### config.mk
export PLATFORM = sky130hd
export DESIGN_NAME = rr_arb4_ctl_flat
export DESIGN_NICKNAME = d
export VERILOG_FILES = /design/src/rtl/rr_arb4_ctl_if.sv /design/src/rtl/rr_arb4_ctl.sv /design/src/flat_wrapper.sv
export SDC_FILE = /design/constraint.sdc
export NUM_CORES = 1
export LEC_CHECK = 0
export ABC_AREA = 1
export BUFFER_PORTS_ARGS = -buffer_cell sky130_fd_sc_hd__clkbuf_2
export CORE_UTILIZATION = 44
export CTS_BUF_LIST = sky130_fd_sc_hd__clkbuf_16
export CTS_CLUSTER_DIAMETER = 40
export DETAILED_ROUTE_END_ITERATION = 10
export PLACE_DENSITY = 0.71
export SETUP_SLACK_MARGIN = 0.05
export SLEW_MARGIN = 20
export SYNTH_ARGS = -nofsm -noshare
export SYNTH_HDL_FRONTEND = slang
export SYNTH_SLANG_ARGS = --single-unit
### constraint.sdc
create_clock -name clk_i -period 1.7 [get_ports clk_i]
set_clock_uncertainty 0.2 [all_clocks]
set_input_delay 0 -clock clk_i [delete_from_list [all_inputs] [get_ports clk_i]]
set_output_delay 0 -clock clk_i [all_outputs]
set_load 0.05 [all_outputs]
### src/rtl/rr_arb4_ctl_if.sv
`default_nettype none
// ============================================================================
// Module : rr_arb4_ctl_if
// Desc   : requester-side / arbiter-side signal bundle for rr_arb4_ctl
// Rev    : 1.0
// ============================================================================
interface rr_arb4_ctl_if;
  logic [3:0] req_i;
  logic       done_i;
  logic [3:0] gnt_o;
  logic [1:0] owner_o;
  logic       busy_o;
  logic       anyreq_o;
  logic       tout_o;

  modport master (
    output req_i, done_i,
    input  gnt_o, owner_o, busy_o, anyreq_o, tout_o
  );

  modport slave (
    input  req_i, done_i,
    output gnt_o, owner_o, busy_o, anyreq_o, tout_o
  );
endinterface
`default_nettype wire

### src/rtl/rr_arb4_ctl.sv
`default_nettype none
// ============================================================================
// Module : rr_arb4_ctl
// Desc   : 4-way round-robin arbiter with one-cycle turnaround gap between
//          owners; RR_ARB4_HOLD_TIMEOUT_EN adds a MAXHOLD forced release.
// Rev    : 1.0
// ============================================================================
module rr_arb4_ctl #(
  parameter int unsigned PTR_INIT = 3,
  parameter int unsigned MAXHOLD  = 16
) (
  input  wire logic    clk_i,
  input  wire logic    rst_i,
  rr_arb4_ctl_if.slave bus
);

  localparam logic [1:0] c_IDLE     = 2'd0;
  localparam logic [1:0] c_GRANT    = 2'd1;
  localparam logic [1:0] c_GAP      = 2'd2;
  localparam logic [1:0] c_PTR_INIT = 2'(PTR_INIT);

  if (MAXHOLD < 2 || MAXHOLD > 255) begin : g_maxhold_range
    $error("rr_arb4_ctl: MAXHOLD must be in 2..255");
  end

  logic [1:0] state_q, state_d;
  logic [3:0] gnt_q,   gnt_d;
  logic [1:0] owner_q, owner_d;
  logic [1:0] last_q,  last_d;
  logic       busy_q,  busy_d;
  logic       tout_q,  tout_d;

  logic [7:0] w_req2;
  logic [3:0] w_rot;
  logic       w_win_vld;
  logic [1:0] w_win_off;
  logic [1:0] w_win_idx;
  logic       w_release;
  logic       w_timeout;

  // Rotate requests so bit 0 is the requester just after LAST.
  assign w_req2 = {bus.req_i, bus.req_i};
  assign w_rot  = w_req2[{1'b0, last_q} + 3'd1 +: 4];

  always_comb begin
    w_win_vld = 1'b1;
    w_win_off = 2'd0;
    if (w_rot[0])      w_win_off = 2'd0;
    else if (w_rot[1]) w_win_off = 2'd1;
    else if (w_rot[2]) w_win_off = 2'd2;
    else if (w_rot[3]) w_win_off = 2'd3;
    else               w_win_vld = 1'b0;
  end

  assign w_win_idx = last_q + 2'd1 + w_win_off;
  assign w_release = bus.done_i | ~bus.req_i[owner_q];

`ifdef RR_ARB4_HOLD_TIMEOUT_EN
  logic [7:0] hold_q, hold_d;

  assign w_timeout = (state_q == c_GRANT) && (hold_q == 8'(MAXHOLD - 1));
  assign hold_d    = (state_q == c_GRANT && state_d == c_GRANT) ? hold_q + 8'd1 : 8'd0;

  always_ff @(posedge clk_i) begin
    if (rst_i) hold_q <= 8'd0;
    else       hold_q <= hold_d;
  end
`else
  assign w_timeout = 1'b0;
`endif

  always_ff @(posedge clk_i) begin
    if (rst_i) begin
      state_q <= c_IDLE;
      gnt_q   <= 4'b0000;
      owner_q <= 2'd0;
      last_q  <= c_PTR_INIT;
      busy_q  <= 1'b0;
      tout_q  <= 1'b0;
    end else begin
      state_q <= state_d;
      gnt_q   <= gnt_d;
      owner_q <= owner_d;
      last_q  <= last_d;
      busy_q  <= busy_d;
      tout_q  <= tout_d;
    end
  end

  always_comb begin
    state_d = state_q;
    case (state_q)
      c_GRANT: if (w_release || w_timeout) state_d = c_GAP;
      default: state_d = w_win_vld ? c_GRANT : c_IDLE;
    endcase
  end

  always_comb begin
    gnt_d   = 4'b0000;
    owner_d = owner_q;
    last_d  = last_q;
    busy_d  = 1'b0;
    tout_d  = 1'b0;
    case (state_d)
      c_GRANT: begin
        if (state_q != c_GRANT) begin
          owner_d = w_win_idx;
          last_d  = w_win_idx;
        end
        gnt_d  = 4'b0001 << owner_d;
        busy_d = 1'b1;
      end
      c_GAP:   tout_d = w_timeout & ~w_release;
      default: ;
    endcase
  end

  assign bus.gnt_o    = gnt_q;
  assign bus.owner_o  = owner_q;
  assign bus.busy_o   = busy_q;
  assign bus.tout_o   = tout_q;
  assign bus.anyreq_o = |bus.req_i;

endmodule
`default_nettype wire

### src/flat_wrapper.sv
// flat-port wrapper written by rule: the top's interface ports become plain ports
module rr_arb4_ctl_flat 
#(
  parameter int unsigned PTR_INIT = 3,
  parameter int unsigned MAXHOLD  = 16
)
  (clk_i, rst_i, bus_req_i, bus_done_i, bus_gnt_o, bus_owner_o, bus_busy_o, bus_anyreq_o, bus_tout_o);
  rr_arb4_ctl_if bus_i ();
  input  wire logic clk_i;
  input  wire logic rst_i;
  input wire logic [$bits(bus_i.req_i)-1:0] bus_req_i;
  input wire logic [$bits(bus_i.done_i)-1:0] bus_done_i;
  output wire logic [$bits(bus_i.gnt_o)-1:0] bus_gnt_o;
  output wire logic [$bits(bus_i.owner_o)-1:0] bus_owner_o;
  output wire logic [$bits(bus_i.busy_o)-1:0] bus_busy_o;
  output wire logic [$bits(bus_i.anyreq_o)-1:0] bus_anyreq_o;
  output wire logic [$bits(bus_i.tout_o)-1:0] bus_tout_o;
  assign bus_i.req_i = bus_req_i;
  assign bus_i.done_i = bus_done_i;
  assign bus_gnt_o = bus_i.gnt_o;
  assign bus_owner_o = bus_i.owner_o;
  assign bus_busy_o = bus_i.busy_o;
  assign bus_anyreq_o = bus_i.anyreq_o;
  assign bus_tout_o = bus_i.tout_o;
  rr_arb4_ctl #(.PTR_INIT(PTR_INIT), .MAXHOLD(MAXHOLD)) u_core (.clk_i(clk_i), .rst_i(rst_i), .bus(bus_i));
endmodule
### After elaboration in Yosys (flattened, before gate mapping)

Index checks and enable logic that the tools add are counted.

* register bits after elaboration: 11
* output and inout port bits: 9
* word-level logic and storage cells: 36

* add/sub/neg operators: 3
* $lt $le $gt $ge: 1
* equality and inequality tests: 3
* shift-type cells: 2
* muxes and demuxes: 16
* bitwise gates (word level): 3
* reduce and logical (&&, ||, !) cells: 3

Operator list (count)
* two-way mux 2 bit: 8
* indexed part select 8 x 4 -> 4 bit: 1
* two-way mux 1 bit: 7
* equality test 2 x 1 -> 1 bit, second input constant: 2
* OR reduction 4 bit: 1
* << shifter 1 x 2 -> 4 bit, first input constant: 1
* adder 2 x 1 -> 3 bit, second input constant: 1
* less-than comparator 2 x 3 -> 1 bit, second input constant: 1
* adder 2 x 1 -> 2 bit, second input constant: 1
* adder 2 bit: 1
* binary-select mux 1 bit (select 2 bit): 1
* != test 2 x 1 -> 1 bit, second input constant: 1
* NOT 1 bit: 2
* AND reduction 2 bit: 1
* OR reduction 2 bit: 1
* OR 1 bit: 1

### Longest topological paths before layout

* depth in word-level cells: 11
* depth in mapped cells: 15
* gate-level depth less buffers: 15

### Worst setup path before layout

Ideal clock, no wire load.

* path type: reg2reg
* start: register u_core.last_q[0]
* end: register u_core.gnt_q[3] (netlist: u_core.bus.gnt_o[3])
* library setup time: 0.121 ns
* arrival time: 1.517 ns
* setup slack: -0.138 ns
* cell stages (with the launch flop): 15
* cells stage by stage: dfxtp_1 > inv_2 > nand2_1 > nand3_1 > nand2_1 > nand3_1 > nand2_1 > nand2_1 > ha_1 > xnor2_1 > nand3_1 > nand3_2 > nand2_2 > nand2_2 > nor2_1

* longest elaborated chain between the ends: 11

Ends and longest elaborated chain
* from (decl): line rr_arb4_ctl.sv:29 `logic [1:0] last_q, last_d;`
* from (signal assigned): line rr_arb4_ctl.sv:77 `last_q <= c_PTR_INIT;`
* from (signal assigned): line rr_arb4_ctl.sv:84 `last_q <= last_d;`
* parallel branches: the longest is 11 deep, another holds adder 2 x 1 -> 3 bit
* to (signal assigned): line rr_arb4_ctl.sv:82 `gnt_q <= gnt_d;`
* to (decl): line rr_arb4_ctl.sv:27 `logic [3:0] gnt_q, gnt_d;`

Parallel ways; which one is timed is not known. The select of a mux whose other input is x is not followed.
A chain may end at the register's enable or synchronous reset.

### Final worst setup path

* start: register u_core.last_q[0]
* end: register u_core.owner_q[1] (netlist: u_core.bus.owner_o[1])

* longest elaborated chain between the ends: 9

Ends and longest elaborated chain
* adder 2 x 1 -> 3 bit: line rr_arb4_ctl.sv:43 `assign w_rot = w_req2[{1'b0, last_q} + 3'd1 +: 4];`
* indexed part select 8 x 4 -> 4 bit: line rr_arb4_ctl.sv:43
* two-way mux 2 bit / two-way mux 1 bit (equally long branches): line rr_arb4_ctl.sv:51 `else if (w_rot[3]) w_win_off = 2'd3;`
* two-way mux 2 bit / two-way mux 1 bit (equally long branches): line rr_arb4_ctl.sv:50 `else if (w_rot[2]) w_win_off = 2'd2;`
* two-way mux 2 bit / two-way mux 1 bit (equally long branches): line rr_arb4_ctl.sv:49 `else if (w_rot[1]) w_win_off = 2'd1;`
* two-way mux 2 bit / two-way mux 1 bit (equally long branches): line rr_arb4_ctl.sv:48 `if (w_rot[0]) w_win_off = 2'd0;`
* adder 2 bit / two-way mux 1 bit (equally long branches): line rr_arb4_ctl.sv:55, rr_arb4_ctl.sv:94
* two-way mux 2 bit, on equally long branches: line rr_arb4_ctl.sv:106, rr_arb4_ctl.sv:92
* two-way mux 2 bit / equality test 2 x 1 -> 1 bit (equally long branches): line rr_arb4_ctl.sv:104 `case (state_d)`
* to (signal assigned): line rr_arb4_ctl.sv:83 `owner_q <= owner_d;`
* to (decl): line rr_arb4_ctl.sv:28 `logic [1:0] owner_q, owner_d;`

Several ways; a longest one is shown, not always the timed one. The select of a mux whose other input is x is not followed.

==> results.md <==
* Synth Area in XOR/XNOR at 1.42%
* Worst Hold Depth at 5
* H-tree depth at 1
* Ant. Diodes at 0
* Core Area at 1300 µm²
* Critical path fanouts, max at 6
* Commonest non-fill, non-tap cell in the layout: clkbuf_2
* Number of nets with antenna violations after routing at 0
* Share of layout cells above drive strength 1 at 54.1%
* Num rows at 13
* Vias in the first global route at 661
* Die area at 1550 µm²
* Yosys cell types at 19
* Hold endpoint: u_core.last_q[0]
* Hold wc startpoint: bus_req_i[0]
* First-pass GRT wire length at 2.53 mm
* Initial DRC count at 24
* Gr usage total at 23.8%
* Reg2Reg Depth at 14
* Mux contribution to synthesized area at 0%
* Clk_lat worst skew at 0.24 ns
* Number of synthesized flops with an enable pin at 0
* Outcome: finished with violations
* CTS tree: yes
* Die width at 39.4 µm
* Max clock buf depth at 2
* Setup crit end kind: flip-flop
* WL final at 1.78 mm
* Worst vdd ir at 1610 µV
* Root Buffer Master: clkbuf_16
* Mapped cell area at 616 µm²
* WP data required at 1.62 ns
* Vias per cell at 5.14
* Fin crit period at 1.93 ns
* Top Ports at 16
* Simple-Gate Fraction of Synth Area at 39.6%
* Largest family of logic cells by synthesized area: simple AND/OR/NAND/NOR gates
* PwrDens at 2400 nW/µm²
* Syn nets at 99
* RSZ-0062 raised after global routing: true
* Adder-cell share of the synthesized area at 2.03%
* Synth Instances at 91
* Yosys top cell area share at 35.8%
* Most frequent cells in the layout: 14 x clkbuf_2, 13 x nand2_1, 12 x buf_4
* GR Overflow Total at 0
* Post-route DRC at 0
* Starting Density at 47.3%
* Avg Inst Size Synth at 6.76 µm²
* Arr. time, crit path at 1.86 ns
* Fin util at 78.8%
* RePlAce Congestion at 0.793
* Hold WC Path Type: in2reg
* Hpwl dp at 1.08 mm
* Max Cap Viol at 0
* Final Power at 2.47 mW
* Final setup viols at 8
* Top_reg_cell synth: dfxtp_1
* Largest net degree at the start of global routing at 7
* Port buffer count at 14
* CTS Buf Count at 3
* Leading area contributor after synthesis: dfxtp_1
* Routed WL per cell at 13.0 µm
* Reg-to-Reg End: u_core.bus.owner_o[1]
* Area delta synth->final at 66.7%
* Seq cells post-synth at 11
* Worst-path clk slew at 0.04 ns
* Filler cell count at 84
* Final critical-path share of the clock period at 114%
* Fin nets at 131
* DRT Pass-1 Iters at 4
* CP Launch Type: flip-flop
* Setup slack after layout at -0.233 ns
* Violated checks: setup timing
* Synth warnings at 0
* Synth area leaders: dfxtp_1 36%, nand2_1 13%, nand3_1 11%
* FFs w/ async S/R, synth at 0%
* Synth Area in Compound Gates at 11.4%
* Fmax at 517 MHz
* Clk sink count at 11
* Pleak at 0.518 nW
* Reg2Reg Setup Slack at -0.23 ns
* DIE HEIGHT at 39.4 µm
* Antenna violations before repair at 0
* Post-synthesis sequential area ratio at 35.8%
* Setup Crit Path Kind: reg2reg
* Hold Violations, Final at 0
* Reg2reg start: u_core.last_q[0]
* Max-slew violation count at 0
* DR vias at 704
## metrics by stage
| stage | cells | hold WS, ns | worst slack, ns | setup TNS [ns] | instance area (µm²) |
|---|---|---|---|---|---|
| 3_5_place_dp | 128 | 0.0722 | -0.177 | -0.966 | 826 |
| 4_1_cts | 135 | 0.0252 | -0.166 | -0.782 | 962 |
| 3_3_place_gp | 128 | 0.0715 | -0.128 | -0.651 | 826 |
| 6_report | 137 | 0.0421 | -0.233 | -1.30 | 1030 |
| 5_1_grt | 137 | 0.0987 | -0.318 | -2.01 | 1030 |
| 2_1_floorplan | 91 | -0.131 | -0.0568 | -0.235 | 677 |
## area by class of cell
type	count	area (µm²)	area share (%)
multi-input cells	66	467	45.5
clock inverters	1	3.75	0.366
clock buffers	3	75.1	7.32
repair buffers	28	180	17.6
flip-flops and latches	11	228	22.2
inverters	13	53.8	5.24
well taps	15	18.8	1.83
## Yosys cell counts (2+ instances only)
master,n
a21oi_1,3
dfxtp_1,11
inv_1,11
inv_2,2
nand2_1,21
nand2_2,5
nand3_1,14
nand3_2,2
nor2_1,10
o21ai_0,3
## cells by family (layout without fill, tap and decap cells)
| family | after synthesis | in the layout |
|---|---|---|
| XOR/XNOR | 1 | 1 |
| adder cells (fa/ha/maj) | 1 | 1 |
| flip-flops | 11 | 11 |
| other | 1 | 1 |
| buffers and inverters | 14 | 45 |
| AO/OA/AOI/OAI | 10 | 10 |
| AND/OR/NAND/NOR | 53 | 53 |
## power breakdown
| group | switching, mW | internal, mW |
|---|---|---|
| Sequential | 0.0915 | 0.363 |
| Combinational | 0.937 | 0.651 |
| Clock | 0.115 | 0.309 |
## how the worst max path moves through the flow
stage / startpoint / endpoint / cells after the start
after detailed placement: u_core.last_q[0] / u_core.bus.owner_o[1] / 13
after floorplan: u_core.last_q[0] / u_core.bus.owner_o[1] / 14
final: u_core.last_q[0] / u_core.bus.owner_o[1] / 14
after CTS: u_core.last_q[0] / u_core.bus.gnt_o[2] / 15
after global routing: u_core.last_q[0] / u_core.bus.owner_o[1] / 14
after global placement: u_core.last_q[0] / u_core.bus.owner_o[1] / 14
## metal layers
layer	GRT usage (%)	part of all wire (%)	vias up	wire, µm
met4	9.48	2.2	0	39
met1	26.1	44	326	775
li1	-	-	358	-
met3	3.41	2.0	6	36
met2	44.7	52	14	927
met5	0	0	-	0
## state kept, by name, summed over array words and instances (netlist names)
name and cells:
u_core.bus.busy_o 1, u_core.bus.gnt_o 4, u_core.bus.owner_o 2, u_core.last_q 2, u_core.state_q 2
## worst max-delay path: stages, from the launching register on
cell and delay, ns:
dfxtp_4 0.38, inv_6 0.06, nand2_4 0.06, nand3_2 0.06, nand2_2 0.09, nand3_2 0.07, nand2_2 0.08, nand2_2 0.06
ha_4 0.17, xnor2_4 0.18, nand3_2 0.14, nand3_4 0.10, nand2_2 0.06, nand2_2 0.07, nand2_1 0.05
## repair_timing
item,4_1_cts,5_1_grt
pin swaps,10,9
buffers inserted,1,2
gates resized for setup,8,10
hold buffers,2,0
endpoints found under the hold margin,11,0
endpoints found under the setup margin,8,8
Power figures use the tool's default switching activity.
